<file path="src/rtl/result_sequencer.sv">
// result_sequencer: buffers per-channel solver results and streams each as a framed SPI byte sequence (optional RESULT_SEQ_CHECKSUM_EN appends an XOR checksum byte)
module result_sequencer #(
  parameter int CHANNEL_COUNT = 3,
  parameter int RESULT_BYTES = 3,
  parameter bit ORDERED = 1'b1
) (
  input  logic                                    clk,
  input  logic                                    reset_n,
  input  logic [CHANNEL_COUNT*RESULT_BYTES*8-1:0] result_data,
  input  logic [CHANNEL_COUNT-1:0]                result_valid,
  input  logic [CHANNEL_COUNT-1:0]                result_fail,
  input  logic                                    spi_ready,
  input  logic [CHANNEL_COUNT-1:0]                ss_out,
  output logic [7:0]                              tx_byte,
  output logic                                    tx_byte_valid,
  output logic [CHANNEL_COUNT-1:0]                ss_in,
  output logic [CHANNEL_COUNT-1:0]                chan_done,
  output logic [CHANNEL_COUNT-1:0]                overflow,
  output logic                                    all_done
);
  localparam int CW = CHANNEL_COUNT > 1 ? $clog2(CHANNEL_COUNT) : 1;
  localparam int KW = $clog2(RESULT_BYTES + 3);
  localparam int DW = RESULT_BYTES * 8;
`ifdef RESULT_SEQ_CHECKSUM_EN
  localparam int FRAME_LEN = RESULT_BYTES + 2;
`else
  localparam int FRAME_LEN = RESULT_BYTES + 1;
`endif
  typedef enum logic [1:0] {SELECT, SEND, DRAIN, DONE} state_t;
  state_t state, state_n;
  logic [DW-1:0] buf_q [CHANNEL_COUNT];
  logic [CHANNEL_COUNT-1:0] fail_q, pending;
  logic [CW-1:0] cur, rr, sel, idx;
  logic [KW-1:0] k;
  logic hit;
  logic [7:0] hdr;
  logic [DW-1:0] cur_buf;
`ifdef RESULT_SEQ_CHECKSUM_EN
  logic [7:0] csum;
`endif
  // Candidate channel: lowest undone when ordered, otherwise first pending after rr (wrapping)
  always_comb begin
    sel = '0;
    idx = '0;
    hit = 1'b0;
    for (int j = CHANNEL_COUNT; j >= 1; j--) begin
      idx = ORDERED ? CW'(j - 1) : CW'((int'(rr) + j) % CHANNEL_COUNT);
      if (ORDERED ? !chan_done[idx] : pending[idx]) begin
        sel = idx;
        hit = 1'b1;
      end
    end
  end
  // Next-state logic; DRAIN waits for the SPI master to release every slave select
  always_comb begin
    state_n = state;
    case (state)
      SELECT: state_n = &chan_done ? DONE : (hit && pending[sel]) ? SEND : SELECT;
      SEND:   state_n = (spi_ready && k == KW'(FRAME_LEN - 1)) ? DRAIN : SEND;
      DRAIN:  state_n = &ss_out ? SELECT : DRAIN;
      default: state_n = DONE;
    endcase
  end
  // Frame byte selection and slave select; both idle whenever no byte is offered
  always_comb begin
    cur_buf = buf_q[cur];
    hdr = fail_q[cur] ? 8'h46 : 8'h50;
    tx_byte_valid = state == SEND;
    tx_byte = !tx_byte_valid ? 8'h00 : k == '0 ? hdr : 8'(cur_buf >> (8 * (RESULT_BYTES - int'(k))));
`ifdef RESULT_SEQ_CHECKSUM_EN
    csum = hdr;
    for (int i = 0; i < RESULT_BYTES; i++) csum = csum ^ cur_buf[i*8 +: 8];
    if (tx_byte_valid && k == KW'(RESULT_BYTES + 1)) tx_byte = csum;
`endif
    ss_in = tx_byte_valid ? ~(CHANNEL_COUNT'(1) << cur) : '1;
  end
  assign all_done = state == DONE;
  // Result capture, channel bookkeeping and frame byte counter
  always_ff @(posedge clk) begin
    if (!reset_n) begin
      state <= SELECT;
      pending <= '0;
      fail_q <= '0;
      chan_done <= '0;
      overflow <= '0;
      k <= '0;
      cur <= '0;
      rr <= CW'(CHANNEL_COUNT - 1);
    end else begin
      state <= state_n;
      for (int c = 0; c < CHANNEL_COUNT; c++) begin
        if (result_valid[c]) begin
          if (pending[c] || chan_done[c]) begin
            overflow[c] <= 1'b1;
          end else begin
            buf_q[c] <= result_data[c*DW +: DW];
            fail_q[c] <= result_fail[c];
            pending[c] <= 1'b1;
          end
        end
      end
      if (state == SELECT && state_n == SEND) begin
        cur <= sel;
        rr <= sel;
        k <= '0;
      end
      if (state == SEND && spi_ready) k <= k + 1'b1;
      if (state == DRAIN && &ss_out) begin
        chan_done[cur] <= 1'b1;
        pending[cur] <= 1'b0;
      end
    end
  end
endmodule

</file>
<file path="config.mk">
export PLATFORM = sky130hd
export DESIGN_NAME = result_sequencer
export DESIGN_NICKNAME = d
export VERILOG_FILES = /design/src/rtl/result_sequencer.sv
export SDC_FILE = /design/constraint.sdc
export NUM_CORES = 1
export LEC_CHECK = 0
export ABC_AREA = 0
export ABC_CLOCK_PERIOD_IN_PS = 4000
export CORE_MARGIN = 1.5
export CORE_UTILIZATION = 52
export CTS_CLUSTER_SIZE = 10
export DETAILED_ROUTE_END_ITERATION = 12
export PLACE_DENSITY = 0.83
export SLEW_MARGIN = 20
export SYNTH_ARGS = -nofsm -noshare
export SYNTH_HDL_FRONTEND = slang
export SYNTH_SLANG_ARGS = --single-unit
</file>
<file path="constraint.sdc">
create_clock -name clk -period 4 [get_ports clk]
set_input_delay 0.8 -clock clk [delete_from_list [all_inputs] [get_ports clk]]
set_output_delay 0.8 -clock clk [all_outputs]
set_load 0.05 [all_outputs]
</file>
# --- Word-level counts from Yosys, hierarchy flattened ---
# Memories as Yosys holds them, arrays and structs flattened. A register that Yosys moved wholly into a read port is not among the register bits.
# Index checks and enable logic that the tools add are counted.
word_totals:
  regBits: 19
  out_inout_bits: 19
  mem_bits_rw: 72
  mem_count: 1
memory_table:
  columns: ["memory", "words", "word_bits", "read_ports", "rd_ports_with_merged_regs", "write_ports", "line_no", "source"]
  rows:
  - ["buf_q", 3, 24, 1, 1, 3, "31", "logic [DW-1:0] buf_q [CHANNEL_COUNT];"]
classes:
  add_sub_neg: 2
  mux: 47
  shifts: 2
  bitwise: 7
  n_eq_ne: 5
  order_cmp: 3
  reduce_logical: 20
ops:
  columns: ["op", "n"]
  rows:
  - ["$shr 24x32->8", 1]
  - ["$mux 1", 28]
  - ["$mux 2", 8]
  - ["$mux 8", 2]
  - ["$mux 3", 4]
  - ["$reduce_and 2->1", 6]
  - ["$logic_and 1x1->1", 6]
  - ["$lt 2x3->1 const B", 2]
  - ["$not 3->3", 2]
  - ["$pmux 2 s3", 1]
  - ["$reduce_and 3->1", 2]
  - ["$mux 5", 1]
  - ["$bmux 1 s2", 2]
  - ["$eq 2x1->1 const B", 2]
  - ["$eq 2x2->1 const B", 2]
  - ["$sub 2x3->4 const A", 1]
  - ["$add 3x1->3 const B", 1]
  - ["$and 3x3->3", 1]
  - ["$eq 3x2->1 const B", 1]
  - ["$logic_not 3->1", 1]
  - ["$logic_or 1x1->1", 3]
  - ["$not 1->1", 3]
  - ["$or 3x3->3", 1]
  - ["$shl 1x2->3 const A", 1]
  - ["other kinds (4)", 4]

# --- Longest topological paths before layout ---
# Gate-level depths: netlist of the first run.
logic_depth:
  depth_word: 13
  depth_mapped: 6

# --- Worst setup path after synthesis of the first run ---
# No wires, ideal clock.
synth_timing:
  path_kind: "in2reg"
  from: "input port reset_n"
  to: "memory buf_q[2][0] (netlist name), enable pin"
  arrival_ps: 2402
  stages: 4
  setup_ps: 405
  slack_ps: 1193
  n_path_buf: 2
  path_cell_list: "buf_2 > clkinv_1 > clkbuf_1 > nor2_1"
synth_lines:
  columns: ["element", "line_no", "source"]
  rows:
  - ["start, declared", "8", "input logic reset_n,"]
  - ["end, declared", "31", null]

# --- Worst setup path in the final report of the first run ---
layout_timing:
  from: "register k[1]"
  to: "output port tx_byte[4]"
layout_between:
  elab_chain_cells: 4
  word_cells_on_any_way: 5
layout_rtl:
  columns: ["element", "line_no", "source"]
  rows:
  - ["start, declared", "34", "logic [KW-1:0] k;"]
  - ["start signal, assigned", "107", "if (state == SEND && spi_ready) k <= k + 1'b1;"]
  - ["$sub 2x3->4", "69", "tx_byte = !tx_byte_valid ? 8'h00 : k == '0 ? hdr : 8'(cur_buf >> (8 * (RESULT_BYTES - int'(k))));"]
  - ["$shr 24x32->8", "69", null]
  - ["$mux 8 * (2 in series)", "69", null]
  - ["end, declared", "14", "output logic [7:0] tx_byte,"]
# Mark *: on every way between the ends. The rest lies on a longest branch, timed or not.

==> impl_metrics.env, run 1 <==
export IMPL_peakVddDrop_uv=228
export IMPL_cts_root_buf="clkbuf_8"
export IMPL_cts_buffers=9
export IMPL_ys_seq_area_share_pct=66.5
export IMPL_grt_max_degree=29
export IMPL_fin_skew_ns=0.00753
export IMPL_combPwrFrac_pct=11.8
export IMPL_critPathKind="reg2out"
export IMPL_core_um2=7250
export IMPL_synth_avg_cell_area_um2=13.3
export IMPL_htree_num_levels=3
export IMPL_clock_fmax_mhz=271
export IMPL_synth_ff_type="edfxtp_1"
export IMPL_drive_above_1_share_pct=7.73
export IMPL_vias=2706
export IMPL_clk_pin_slew_worst_paths_ns=0.09
export IMPL_crit_fanout=12
export IMPL_antenna_cells=0
export IMPL_grt_pass1_wl_mm=13.1
export IMPL_wirelength_mm=8.76
export IMPL_drt_initial_drc_count=229
export IMPL_whs_ns=0.458
export IMPL_reg2reg_setup_slack_ns=2.11
export IMPL_place_congestion=0.868
export IMPL_cts_repair_resized=0
export IMPL_dp_cells=484
export IMPL_grt_pass1_vias=2618
export IMPL_portBuffers=102
export IMPL_clock_sinks=93
export IMPL_fin_util_pct=71.7
export IMPL_p_leak_uw=0.00172
export IMPL_drtAntennaViolNets=0
export IMPL_clock_latency_ns=0.37
export IMPL_first_pass_iters=5
export IMPL_fin_crit_ns=3.70
export IMPL_clk_path_buf_depth=2
export IMPL_hold_class="reg2reg"
export IMPL_die_y_um=89.4
export IMPL_outcome="completed"
export IMPL_p_int_uw=1510
export IMPL_layout_common_cells="clkdlybuf4s50_1 (102), edfxtp_1 (72), mux2i_1 (26)"
export IMPL_layout_commonest_cell="clkdlybuf4s50_1"
export IMPL_synth_seq_cells=93
export IMPL_grt_overflow=0
export IMPL_setup_tns_ns=0
export IMPL_fin_cells=500
export IMPL_finalHoldViolations=0
export IMPL_vias_per_cell=5.41
export IMPL_pin_count=103
export IMPL_synthCells=292
export IMPL_area_delta_synth_final_pct=33.8
export IMPL_synth_edf_count=72
export IMPL_synth_yosys_warnings=0
export IMPL_final_period_utilization_pct=92.4
export IMPL_dieWidth_um=89.4
export IMPL_wl_per_cell_um=17.5
export IMPL_powerDensity_nw_per_um2=385
export IMPL_post_cts_buffers=0
export IMPL_drv_slew=0
export IMPL_hold_buffers=0
export IMPL_maxCapViolations=0
export IMPL_rsz0062_at_grt="no"
export IMPL_worstMarginPinSlew_ns=0.683
export IMPL_swShare_pct=24.5
export IMPL_row_count=31
export IMPL_drc=0
export IMPL_antenna_found_initial=0
export IMPL_preCtsSetupSlack_ns=0.743
export IMPL_synth_fp_nets=379
export IMPL_dp_hpwl_mm=6.37
export IMPL_setup_viol=0
export IMPL_pwr_share_seq_pct=55.2
export IMPL_finalWorstSetupSlack_ns=0.304
export IMPL_slew_headroom_pct=54.4
export IMPL_tritoncts="done"
export IMPL_start_util_pct=53.6
export IMPL_cp_required_ns=3.20
export IMPL_crit_path_start_kind="flip-flop"
export IMPL_gr_usage_all_layers_pct=22.9
export IMPL_cp_end_kind="output pin"
export IMPL_dieArea_um2=8000
export IMPL_clkPwrFrac_pct=33.0
export IMPL_netlist_area_um2=3880
export IMPL_async_flop_share_pct=0
export IMPL_power_switching_uw=490
export IMPL_nets=483
export IMPL_worstPathArrival_ns=2.90
export IMPL_yosysUniqueCellTypes=45
cells in the mapped netlist (4+ instances only):
cell,count,area [µm²]
edfxtp_1,72,2160
mux2i_1,26,260
nor2_1,22,82.6
dfxtp_1,21,420
nand2_1,19,71.3
a21oi_1,12,60.1
inv_1,11,41.3
nor2b_1,11,68.8
o21ai_0,11,55.1
a211oi_1,9,67.6
buf_2,7,35.0
nor3_1,7,35.0
nand2b_1,4,25.0
nand3b_1,4,30.0
o21a_1,4,30.0
o32ai_1,4,35.0
sequential cells by signal, indices dropped and copies added (netlist names), named ones only:
signal	cells
pending	3
overflow	3
k	3
fail_q	3
buf_q	72
state	2
chan_done	3
cur	2
cells by family after synthesis:
kind of cell / Yosys count / synth area share (%)
simple gates: 79 / 10.3
compound gates: 61 / 11.1
flops: 93 / 66.5
mux: 29 / 7.57
fa+ha+maj: 3 / 0.966
buf+inv: 27 / 3.54
worst max-delay path: stages, from the launching register on:
cell and delay, ns:
dfxtp_1 0.63, nor2b_1 0.51, o21ai_0 0.18, o22ai_1 0.20, o311a_1 0.20, clkdlybuf4s50_1 0.81
path summary, 6_finish.rpt:
check | depth (start not counted) | endpoint | from
max reg2reg | 4 | buf_q[1][2] | chan_done[1]
min | 2 | overflow[1] | overflow[1]
min reg2reg | 2 | overflow[1] | overflow[1]
max | 5 | tx_byte[4] | k[1]
power groups by stage:
stage	Combinational, µW	Clock [µW]	Sequential (µW)
CTS	237	667	1110
floorplan	104	0	1130
global route	252	708	1110
finish	236	660	1100
detailed placement	235	0	1130
global placement	232	0	1120
final cells by class:
| class | instances | area [µm²] |
|---|---|---|
| fillers | 496 | 2060 |
| multi-input cells | 172 | 1170 |
| repair buffers | 108 | 1070 |
| inverters | 12 | 45.0 |
| clock buffers | 9 | 124 |
| clock inverters | 7 | 86.3 |
| flip-flops and latches | 93 | 2580 |
| well taps | 99 | 124 |
layer usage:
metal  global-route usage (%)  vias up  part of all wire, %  wire [µm]
li1                         -     1301                    -          -
met1                     30.7     1274                   42       3650
met2                     36.4      118                   49       4300
met3                     4.43       13                  7.3        641
met4                     10.5        0                  1.9        165
met5                        0        -                    0          0
metrics by stage:
step | area [µm²] | total power (µW)
3_3_place_gp | 4990 | 1360
6_report | 5200 | 2000
2_1_floorplan | 3880 | 1230
3_5_place_dp | 4990 | 1360
4_1_cts | 5200 | 2010
5_1_grt | 5200 | 2070
Power figures use the tool's default switching activity.
==> run 2: changes to the inputs <==
--- a/config.mk
+++ b/config.mk
@@ -12,6 +12,7 @@
 export CTS_CLUSTER_SIZE = 10
 export DETAILED_ROUTE_END_ITERATION = 12
 export PLACE_DENSITY = 0.83
+export SKIP_CTS_REPAIR_TIMING = 1
 export SLEW_MARGIN = 20
 export SYNTH_ARGS = -nofsm -noshare
 export SYNTH_HDL_FRONTEND = slang
==> results of run 2 <==
Final layout, timing and power as in run 1 (identical DEF).
==> run 3: changes to the inputs <==
--- a/config.mk
+++ b/config.mk
@@ -7,11 +7,13 @@
 export LEC_CHECK = 0
 export ABC_AREA = 0
 export ABC_CLOCK_PERIOD_IN_PS = 4000
+export CELL_PAD_IN_SITES_DETAIL_PLACEMENT = 0
+export CELL_PAD_IN_SITES_GLOBAL_PLACEMENT = 1
 export CORE_MARGIN = 1.5
-export CORE_UTILIZATION = 52
+export CORE_UTILIZATION = 41
 export CTS_CLUSTER_SIZE = 10
 export DETAILED_ROUTE_END_ITERATION = 12
-export PLACE_DENSITY = 0.83
+export PLACE_DENSITY = 0.82
 export SKIP_CTS_REPAIR_TIMING = 1
 export SLEW_MARGIN = 20
 export SYNTH_ARGS = -nofsm -noshare
==> run 3 against run 2 <==
Compared with the run above: hold slack worse by 0.0062 ns; fmax is 0.37% lower; largest cell class unchanged; wire length is 0.49% lower; clock skew hardly changed; power is 4.1% lower; largest power group unchanged; register-to-register slack better by 0.22 ns; highest routed layer unchanged; final cell count is 2.4% higher; via count is 1.0% lower; final area is 0.17% lower.
==> impl_metrics.env, run 3 (same netlist as run 1, synthesis figures left out) <==
export IMPL_core_um2=9200
export IMPL_vias=2678
export IMPL_largest_register="buf_q"
export IMPL_dieWidth_um=100
export IMPL_hold_class="reg2reg"
export IMPL_nets=483
export IMPL_hold_end="overflow[1]"
export IMPL_peakVddDrop_uv=172
export IMPL_wl_met2_mm=4.03
export IMPL_cp_required_ns=3.20
export IMPL_drtAntennaViolNets=0
export IMPL_fin_crit_ns=3.71
export IMPL_slew_headroom_pct=61.3
export IMPL_powerDensity_nw_per_um2=370
export IMPL_layout_common_cells="clkdlybuf4s50_1 (102), edfxtp_1 (72), mux2i_1 (26)"
export IMPL_swShare_pct=24.9
export IMPL_dieArea_um2=10100
export IMPL_pin_count=103
export IMPL_rsz0062_at_grt="no"
export IMPL_combPwrFrac_pct=12.4
export IMPL_worstMarginPinSlew_ns=0.580
export IMPL_drive_above_1_share_pct=7.48
export IMPL_antenna_found_initial=0
export IMPL_crit_path_start_kind="flip-flop"
export IMPL_clock_fmax_mhz=270
export IMPL_drt_initial_drc_count=98
export IMPL_reg2reg_setup_slack_ns=2.33
export IMPL_cts_root_buf="clkbuf_8"
export IMPL_fin_cells=512
export IMPL_wl_met3_um=410
export IMPL_setup_tns_ns=0
export IMPL_die_y_um=100
export IMPL_p_int_uw=1440
export IMPL_drc=0
export IMPL_dp_cells=496
export IMPL_layout_commonest_cell="clkdlybuf4s50_1"
export IMPL_cts_buffers=9
export IMPL_grt_overflow=0
export IMPL_fin_skew_ns=0.00730
export IMPL_gr_usage_all_layers_pct=18.2
export IMPL_worstPathArrival_ns=2.91
export IMPL_clk_pin_slew_worst_paths_ns=0.09
export IMPL_wirelength_mm=8.72
export IMPL_finalHoldViolations=0
export IMPL_clock_latency_ns=0.36
export IMPL_place_congestion=0.835
export IMPL_final_period_utilization_pct=92.7
export IMPL_start_util_pct=42.2
export IMPL_critPathKind="reg2out"
export IMPL_htree_num_levels=3
export IMPL_top_layer_used="met4"
export IMPL_grt_max_degree=25
export IMPL_clock_sinks=93
export IMPL_first_pass_iters=5
export IMPL_power_switching_uw=478
export IMPL_largest_reg_flops=72
export IMPL_worstReg2RegStart="chan_done[0]"
export IMPL_area_delta_synth_final_pct=33.6
export IMPL_cp_end_kind="output pin"
export IMPL_wl_met1_mm=4.09
export IMPL_antenna_cells=0
export IMPL_clk_path_buf_depth=2
export IMPL_grt_pass1_wl_mm=13.7
export IMPL_dp_hpwl_mm=6.39
export IMPL_vias_per_cell=5.23
export IMPL_crit_fanout=12
export IMPL_rr_worst_depth=4
export IMPL_reg2reg_to="buf_q[0][3]"
export IMPL_row_count=35
export IMPL_maxCapViolations=0
export IMPL_outcome="completed"
export IMPL_tritoncts="done"
export IMPL_portBuffers=102
export IMPL_fill_cells=785
export IMPL_holdCritStartpoint="overflow[1]"
export IMPL_grt_pass1_vias=2713
export IMPL_clkPwrFrac_pct=30.1
export IMPL_p_leak_uw=0.00170
export IMPL_drv_slew=0
export IMPL_wl_per_cell_um=17.0
export IMPL_whs_path_depth=2
export IMPL_setup_viol=0
export IMPL_pwr_share_seq_pct=57.5
run 3: cell types whose count changed in the layout (fill, tap and decap cells not counted):
| cell | before | now |
|---|---|---|
| clkinv_1 | 1 | 2 |
| clkinv_8 | 0 | 1 |
| inv_6 | 3 | 1 |
| clkinv_4 | 0 | 3 |
| bufinv_16 | 1 | 0 |
| inv_8 | 2 | 0 |
run 3: how the worst max path moves through the flow:
| stage | start | endpoint | slack [ns] | depth (start not counted) |
|---|---|---|---|---|
| 2_1_floorplan | reset_n | buf_q[2][0] | 1.19 | 4 |
| 3_3_place_gp | k[1] | tx_byte[6] | 0.77 | 5 |
| 3_5_place_dp | k[1] | tx_byte[4] | 0.71 | 5 |
| 4_1_cts | k[1] | tx_byte[4] | 0.32 | 5 |
| 5_1_grt | k[1] | tx_byte[6] | 0.12 | 5 |
| 6_report | k[1] | tx_byte[4] | 0.29 | 5 |
run 3: metal layers:
layer  vias up  GRT usage [%]
met5         -              0
met4         0           8.56
met3        12           3.34
met2        86           28.2
met1      1278           24.8
li1       1302              -
run 3: power groups by stage:
| stage | clock, µW | combinational, µW | sequential (µW) |
|---|---|---|---|
| finish | 578 | 237 | 1100 |
| CTS | 592 | 239 | 1100 |
| detailed placement | 0 | 238 | 1130 |
| floorplan | 0 | 104 | 1130 |
| global placement | 0 | 237 | 1120 |
| global route | 634 | 254 | 1110 |
run 3: critical path, stage by stage (launching register included):
cell and delay [ns]:
dfxtp_1 0.62, nor2b_1 0.55, o21ai_0 0.17, o22ai_1 0.19, o311a_1 0.21, clkdlybuf4s50_1 0.81
run 3: layout make-up:
type | count | area [µm²] | area share, %
timing repair buffer | 108 | 1070 | 20.5
tap | 111 | 139 | 2.68
inverter | 12 | 45.0 | 0.868
clock buffer | 9 | 124 | 2.39
multi-input combinational | 172 | 1170 | 22.5
clock inverter | 7 | 62.6 | 1.21
sequential | 93 | 2580 | 49.8
run 3: metrics by stage:
stage               setup slack [ns]  util (%)  hold slack (ns)  power [µW]  instance area (µm²)
finish                         0.290      56.4            0.452        1920                 5190
global route                   0.121      56.4            0.485        2000                 5190
CTS                            0.315      56.4            0.458        1940                 5190
detailed placement             0.711      54.4            0.441        1360                 5000
global placement               0.775      54.4            0.437        1360                 5000
floorplan                       1.19         -            0.460        1230                 3880
